$ cat src/rtl/id_alu_sequencer_if.sv
// Handshake and datapath-control bundle between the run requester / ID FSM and the
// id_alu_sequencer.
//   start, abort   : run request and cancel from the top-level controller
//   id_digit       : current student-ID digit presented by the ID FSM
//   fsm_step/reset : advance / clear the ID FSM
//   load_a/load_b  : operand register load enables
//   alu_op         : ALU opcode (0 = NOP)
//   result_we      : result register write enable
//   busy/done/err  : run status; done is a one-cycle pulse, err is sticky per run
//   digit_count    : digits executed in the current or last run
// The slave modport is the sequencer; the master modport is its environment.
interface id_alu_sequencer_if;
  logic       start;
  logic       abort;
  logic [3:0] id_digit;
  logic       fsm_step;
  logic       fsm_reset;
  logic       load_a;
  logic       load_b;
  logic [3:0] alu_op;
  logic       result_we;
  logic       busy;
  logic       done;
  logic       err;
  logic [3:0] digit_count;

  modport master (
    output start, abort, id_digit,
    input  fsm_step, fsm_reset, load_a, load_b, alu_op, result_we, busy, done, err,
           digit_count
  );

  modport slave (
    input  start, abort, id_digit,
    output fsm_step, fsm_reset, load_a, load_b, alu_op, result_we, busy, done, err,
           digit_count
  );
endinterface

$ cat src/rtl/id_alu_sequencer.sv
// Run controller for the ID-driven ALU datapath. On start it clears the ID FSM, loads
// operands A and B, then alternates FETCH (step the FSM) and EXEC (issue the digit as an
// ALU opcode and write the result back) once per digit, ending with a one-cycle done.
// Ports:
//   clk    : rising-edge clock
//   reset  : synchronous active-high reset, returns to IDLE and clears count/err
//   seq_io : id_alu_sequencer_if.slave bundle (start/abort/id_digit in, controls out)
// Parameters:
//   NUM_DIGITS : digits sequenced per run (1..15)
//   MAX_OPCODE : highest legal opcode; larger digits execute as NOP and set err
module id_alu_sequencer #(
  parameter int unsigned NUM_DIGITS = 8,
  parameter int unsigned MAX_OPCODE = 9
) (
  input logic               clk,
  input logic               reset,
  id_alu_sequencer_if.slave seq_io
);

  typedef enum logic [2:0] {
    StIdle,
    StClr,
    StLdA,
    StLdB,
    StFetch,
    StExec,
    StDone
  } state_e;

  localparam logic [3:0] LastIdx = 4'(NUM_DIGITS - 1);
  localparam logic [3:0] MaxOp   = 4'(MAX_OPCODE);

  state_e     state_q, state_d;
  logic [3:0] count_q, count_d;
  logic       err_q, err_d;
  logic       digit_legal;
  logic       busy;

  assign digit_legal = (seq_io.id_digit <= MaxOp);
  assign busy = (state_q == StClr) || (state_q == StLdA) || (state_q == StLdB) ||
                (state_q == StFetch) || (state_q == StExec);

  always_comb begin
    state_d = state_q;
    count_d = count_q;
    err_d   = err_q;
    unique case (state_q)
      StIdle:  if (seq_io.start) state_d = StClr;
      StClr: begin
        count_d = 4'd0;
        err_d   = 1'b0;
        state_d = StLdA;
      end
      StLdA:   state_d = StLdB;
      StLdB:   state_d = StFetch;
      StFetch: state_d = StExec;
      StExec: begin
        // The EXEC bookkeeping completes even if this cycle is aborted.
        count_d = count_q + 4'd1;
        if (!digit_legal) err_d = 1'b1;
        state_d = (count_q == LastIdx) ? StDone : StFetch;
      end
      StDone:  state_d = StIdle;
      default: state_d = StIdle;
    endcase
    if (busy && seq_io.abort) state_d = StIdle;
  end

  always_ff @(posedge clk) begin
    if (reset) begin
      state_q <= StIdle;
      count_q <= 4'd0;
      err_q   <= 1'b0;
    end else begin
      state_q <= state_d;
      count_q <= count_d;
      err_q   <= err_d;
    end
  end

  always_comb begin
    seq_io.fsm_step    = 1'b0;
    seq_io.fsm_reset   = 1'b0;
    seq_io.load_a      = 1'b0;
    seq_io.load_b      = 1'b0;
    seq_io.alu_op      = 4'd0;
    seq_io.result_we   = 1'b0;
    seq_io.busy        = busy;
    seq_io.done        = 1'b0;
    // err is visible already in the EXEC cycle that sees the illegal digit.
    seq_io.err         = err_q;
    seq_io.digit_count = count_q;
    unique case (state_q)
      StClr:   seq_io.fsm_reset = 1'b1;
      StLdA:   seq_io.load_a    = 1'b1;
      StLdB:   seq_io.load_b    = 1'b1;
      StFetch: seq_io.fsm_step  = 1'b1;
      StExec: begin
        if (digit_legal) begin
          seq_io.alu_op    = seq_io.id_digit;
          seq_io.result_we = 1'b1;
        end else begin
          seq_io.err = 1'b1;
        end
      end
      StDone:  seq_io.done = 1'b1;
      default: ;
    endcase
  end

endmodule

$ cat src/flat_wrapper.sv
// flat-port wrapper written by rule: the top's interface ports become plain ports
module id_alu_sequencer_flat 
#(
  parameter int unsigned NUM_DIGITS = 8,
  parameter int unsigned MAX_OPCODE = 9
)
  (clk, reset, seq_io_start, seq_io_abort, seq_io_id_digit, seq_io_fsm_step, seq_io_fsm_reset, seq_io_load_a, seq_io_load_b, seq_io_alu_op, seq_io_result_we, seq_io_busy, seq_io_done, seq_io_err, seq_io_digit_count);
  id_alu_sequencer_if seq_io_i ();
  input logic clk;
  input logic reset;
  input wire logic [$bits(seq_io_i.start)-1:0] seq_io_start;
  input wire logic [$bits(seq_io_i.abort)-1:0] seq_io_abort;
  input wire logic [$bits(seq_io_i.id_digit)-1:0] seq_io_id_digit;
  output wire logic [$bits(seq_io_i.fsm_step)-1:0] seq_io_fsm_step;
  output wire logic [$bits(seq_io_i.fsm_reset)-1:0] seq_io_fsm_reset;
  output wire logic [$bits(seq_io_i.load_a)-1:0] seq_io_load_a;
  output wire logic [$bits(seq_io_i.load_b)-1:0] seq_io_load_b;
  output wire logic [$bits(seq_io_i.alu_op)-1:0] seq_io_alu_op;
  output wire logic [$bits(seq_io_i.result_we)-1:0] seq_io_result_we;
  output wire logic [$bits(seq_io_i.busy)-1:0] seq_io_busy;
  output wire logic [$bits(seq_io_i.done)-1:0] seq_io_done;
  output wire logic [$bits(seq_io_i.err)-1:0] seq_io_err;
  output wire logic [$bits(seq_io_i.digit_count)-1:0] seq_io_digit_count;
  assign seq_io_i.start = seq_io_start;
  assign seq_io_i.abort = seq_io_abort;
  assign seq_io_i.id_digit = seq_io_id_digit;
  assign seq_io_fsm_step = seq_io_i.fsm_step;
  assign seq_io_fsm_reset = seq_io_i.fsm_reset;
  assign seq_io_load_a = seq_io_i.load_a;
  assign seq_io_load_b = seq_io_i.load_b;
  assign seq_io_alu_op = seq_io_i.alu_op;
  assign seq_io_result_we = seq_io_i.result_we;
  assign seq_io_busy = seq_io_i.busy;
  assign seq_io_done = seq_io_i.done;
  assign seq_io_err = seq_io_i.err;
  assign seq_io_digit_count = seq_io_i.digit_count;
  id_alu_sequencer #(.NUM_DIGITS(NUM_DIGITS), .MAX_OPCODE(MAX_OPCODE)) u_core (.clk(clk), .reset(reset), .seq_io(seq_io_i));
endmodule
$ cat config.mk
export PLATFORM = sky130hd
export DESIGN_NAME = id_alu_sequencer_flat
export DESIGN_NICKNAME = d
export VERILOG_FILES = /design/src/rtl/id_alu_sequencer_if.sv /design/src/rtl/id_alu_sequencer.sv /design/src/flat_wrapper.sv
export SDC_FILE = /design/constraint.sdc
export NUM_CORES = 1
export LEC_CHECK = 0
export CAP_MARGIN = 10
export CELL_PAD_IN_SITES_DETAIL_PLACEMENT = 0
export CELL_PAD_IN_SITES_GLOBAL_PLACEMENT = 1
export CORE_UTILIZATION = 28
export CTS_CLUSTER_SIZE = 12
export DETAILED_ROUTE_END_ITERATION = 6
export GPL_TIMING_DRIVEN = 1
export MAX_ROUTING_LAYER = met4
export PLACE_DENSITY_LB_ADDON = 0.12
export SLEW_MARGIN = 20
export SYNTH_ARGS = -nofsm -noshare
export SYNTH_HDL_FRONTEND = slang
export SYNTH_SLANG_ARGS = --single-unit
$ cat constraint.sdc
create_clock -name clk -period 3.4 [get_ports clk]
set_clock_uncertainty 0.2 [all_clocks]
set_input_delay 1.02 -clock clk [delete_from_list [all_inputs] [get_ports clk]]
set_output_delay 1.02 -clock clk [all_outputs]
set_load 0.02 [all_outputs]
==> summary.md <==
| Metric | Value |
|---|---|
| Placeable Area | `1541 um^2` |
| Finished Cell Area | `745.7 um^2` |
| CP arrival | `2.00 ns` |
| Startpoint types | `primary input` |
| Fillers | `170` |
| CTS tree | `done` |
| Drt wl/cell | `11.18 um` |
| DRT iter0 DRCs | `10` |
| Fin util | `0.4838` |
| Clk_lat worst skew | `0.25 ns` |
| Largest area contributor in the netlist | `dfxtp_1` |
| Synth area leaders | `dfxtp_1 (34%), and2_1 (8.0%), a21oi_1 (6.4%)` |
| Placement Cell Area | `730.7 um^2` |
| #FFs+latches synth | `8` |
| H-tree Lvls | `1` |
| Kind of critical path | `primary input to output pin` |
| Die height | `42.94 um` |
| Initial Util | `0.3044` |
| Placer Congestion | `0.6980` |
| R2r setup slk | `2.11 ns` |
| Worst slew margin | `0.8094` |
| Share of cells above drive strength 1 | `0.2169` |
| Final period demand of the worst path | `3.220 ns` |
| Syn nets | `65` |
| Yosys synthesis warning count | `0` |
| Antenna cell count | `0` |
| Drt pass-1 iters | `4` |
| Non-Filler Instances | `99` |
| GRT overflow | `0` |
| Total number of vias | `487` |
| Critical path endpoint | `seq_io_alu_op[0]` |
| Peak supply drop | `0.1818 mV` |
| Inst Count DP | `96` |
| Clk pin slew, worst setup/hold paths | `0.05 ns` |
| Final ANT Viol Nets | `0` |
| Largest net degree at the start of global routing | `14` |
| Slew Viols, Final | `0` |
| Final Net Count | `94` |
| Die width | `42.94 um` |
| Syn_area_per_cell | `8.379 um^2` |
| Die Footprint | `1843 um^2` |
| Tcrit/Tclk final | `0.9470` |
| Number of max-cap violations | `0` |
| GRT Total Usage | `0.1390` |
| Register area share after synthesis | `0.3413` |
| Worst EP required | `2.18 ns` |
| Post-Synthesis Cells | `56` |
| # port buffers | `23` |
| CTS Sinks | `8` |
| Vias per cell | `4.919` |
| Routed wire length | `1107 um` |
| Reg2reg path depth | `4` |
| Most frequent cells after synthesis | `dfxtp_1 (8), a21oi_1 (6), and2_1 (6)` |
| Worst hold path class | `flip-flop to flip-flop` |
| Count leader, synth | `dfxtp_1` |
| Rows | `14` |
| Drt drc | `0` |
| Power Density | `272.5 nW/um^2` |
| Async S/R FF share, synth | `0` |
| Area share of the largest cell type after synthesis | `0.3413` |
| Clock buffer count from CTS | `3` |
| R2R Path Start | `u_core.seq_io.digit_count[0]` |
| Nature of the critical path endpoint | `output pin` |
| Netlist Area Pre-Place | `469.2 um^2` |
| Final hold violation count | `0` |
| Slew @ Worst Pin | `0.2849 ns` |
| Synth cell types | `25` |
| Crit path launch | `seq_io_id_digit[2]` |
| CTS root buf | `clkbuf_4` |
| Layout area overhead | `58.93%` |
| Static leakage | `0.3175 nW` |
| Final WS setup | `0.1801 ns` |
| Max frequency | `0.3106 GHz` |
| Clk buf depth | `2` |
| First-pass GRT wire length | `1842 um` |
| Crit Path Max Fanout | `5` |
| Vias in the first global route | `434` |
| Number of synthesized flops with an enable pin | `0` |
| Final setup fails | `0` |
| Top FF cell, synth | `dfxtp_1` |
| Status | `complete, no violations` |
| IO Pins | `24` |
| Postcts setup bufs | `0` |
| CTS Hold Buffers Added | `0` |
| Setup repair after global routing missed its margin | `no` |
| Initial antenna violation count | `0` |
| Hold path startpoint | `u_core.seq_io.digit_count[1]` |
| Pre-CTS WS | `-0.4542 ns` |
| DP HPWL | `821.3 um` |
| R2r endpoint | `u_core.seq_io.digit_count[2]` |
## cell type report
cell class / instances / area, um^2 / area share
multi-input combinational: 46 / 306.5 / 0.4111
timing repair buffer: 25 / 232.7 / 0.3121
sequential: 8 / 160.2 / 0.2148
clock buffer: 3 / 22.52 / 0.03020
tap: 16 / 20.02 / 0.02685
inverter: 1 / 3.754 / 0.005034
## state kept, by name, summed over array words and instances (netlist names)
name,count
u_core.state_q,3
u_core.err_q,1
u_core.seq_io.digit_count,4
## critical path, cell delays in order
cell,delay (ns)
dlygate4sd2_1,0.24
o21a_1,0.22
nor3b_4,0.23
and2_1,0.16
buf_4,0.13
## cells in the final DEF (no fill, tap or decap), types with 2 or more instances in the layout
cell / n
clkdlybuf4s50_1: 14
dfxtp_1: 8
a21oi_1: 6
nor2_1: 5
and2_1: 4
nand2_1: 4
buf_4: 4
o21a_1: 3
nand3b_1: 3
clkbuf_4: 3
nand2b_1: 2
and2_4: 2
nor3_1: 2
and3_1: 2
dlygate4sd2_1: 2
buf_6: 2
buf_2: 2
## report_power, final
part	internal (W)	switching, W	total [W]
combinational	0.0000167	0.0000159	0.0000325
sequential	0.0000956	0.00000303	0.0000987
clock	0.0000403	0.0000317	0.0000720
## how the worst min path moves through the flow
stage | to | cells past startpoint | slack [ns]
floorplan | u_core.err_q | 2 | 0.27
global placement | u_core.seq_io.digit_count[1] | 2 | 0.27
detailed placement | u_core.seq_io.digit_count[1] | 2 | 0.28
CTS | u_core.seq_io.digit_count[1] | 2 | 0.29
global route | u_core.seq_io.digit_count[1] | 2 | 0.33
finish | u_core.seq_io.digit_count[1] | 2 | 0.29
## kinds of logic after synthesis
| logic type | count (synthesis) | synth area share |
|---|---|---|
| simple gates | 32 | 0.4400 |
| compound gates | 13 | 0.1760 |
| flops | 8 | 0.3413 |
| buf+inv | 2 | 0.01598 |
| fa+ha+maj | 1 | 0.02666 |
## metal layers
metal / routed length (um) / share of wire / global-route usage
met1: 528 / 0.48 / 0.1766
met2: 496 / 0.45 / 0.1970
met3: 83 / 0.075 / 0.06809
met4: 0 / 0 / 0.03636
met5: 0 / 0 / -
## repair_timing
action / in CTS / in global routing
pin swaps: 3 / 2
setup endpoints to repair: 6 / 4
gates resized for setup: 32 / 3
## per-stage QoR
step                      total power (W)  setup TNS, ns  hold slack [ns]
final                           0.0002032              0           0.2879
after global routing            0.0002179              0           0.3251
after CTS                       0.0002081              0           0.2866
after detailed placement        0.0001347         -2.518           0.2795
after global placement          0.0001352         -2.509           0.2720
after floorplan                 0.0001154              0           0.2685
No activity file was read; power rests on OpenSTA's default activity.
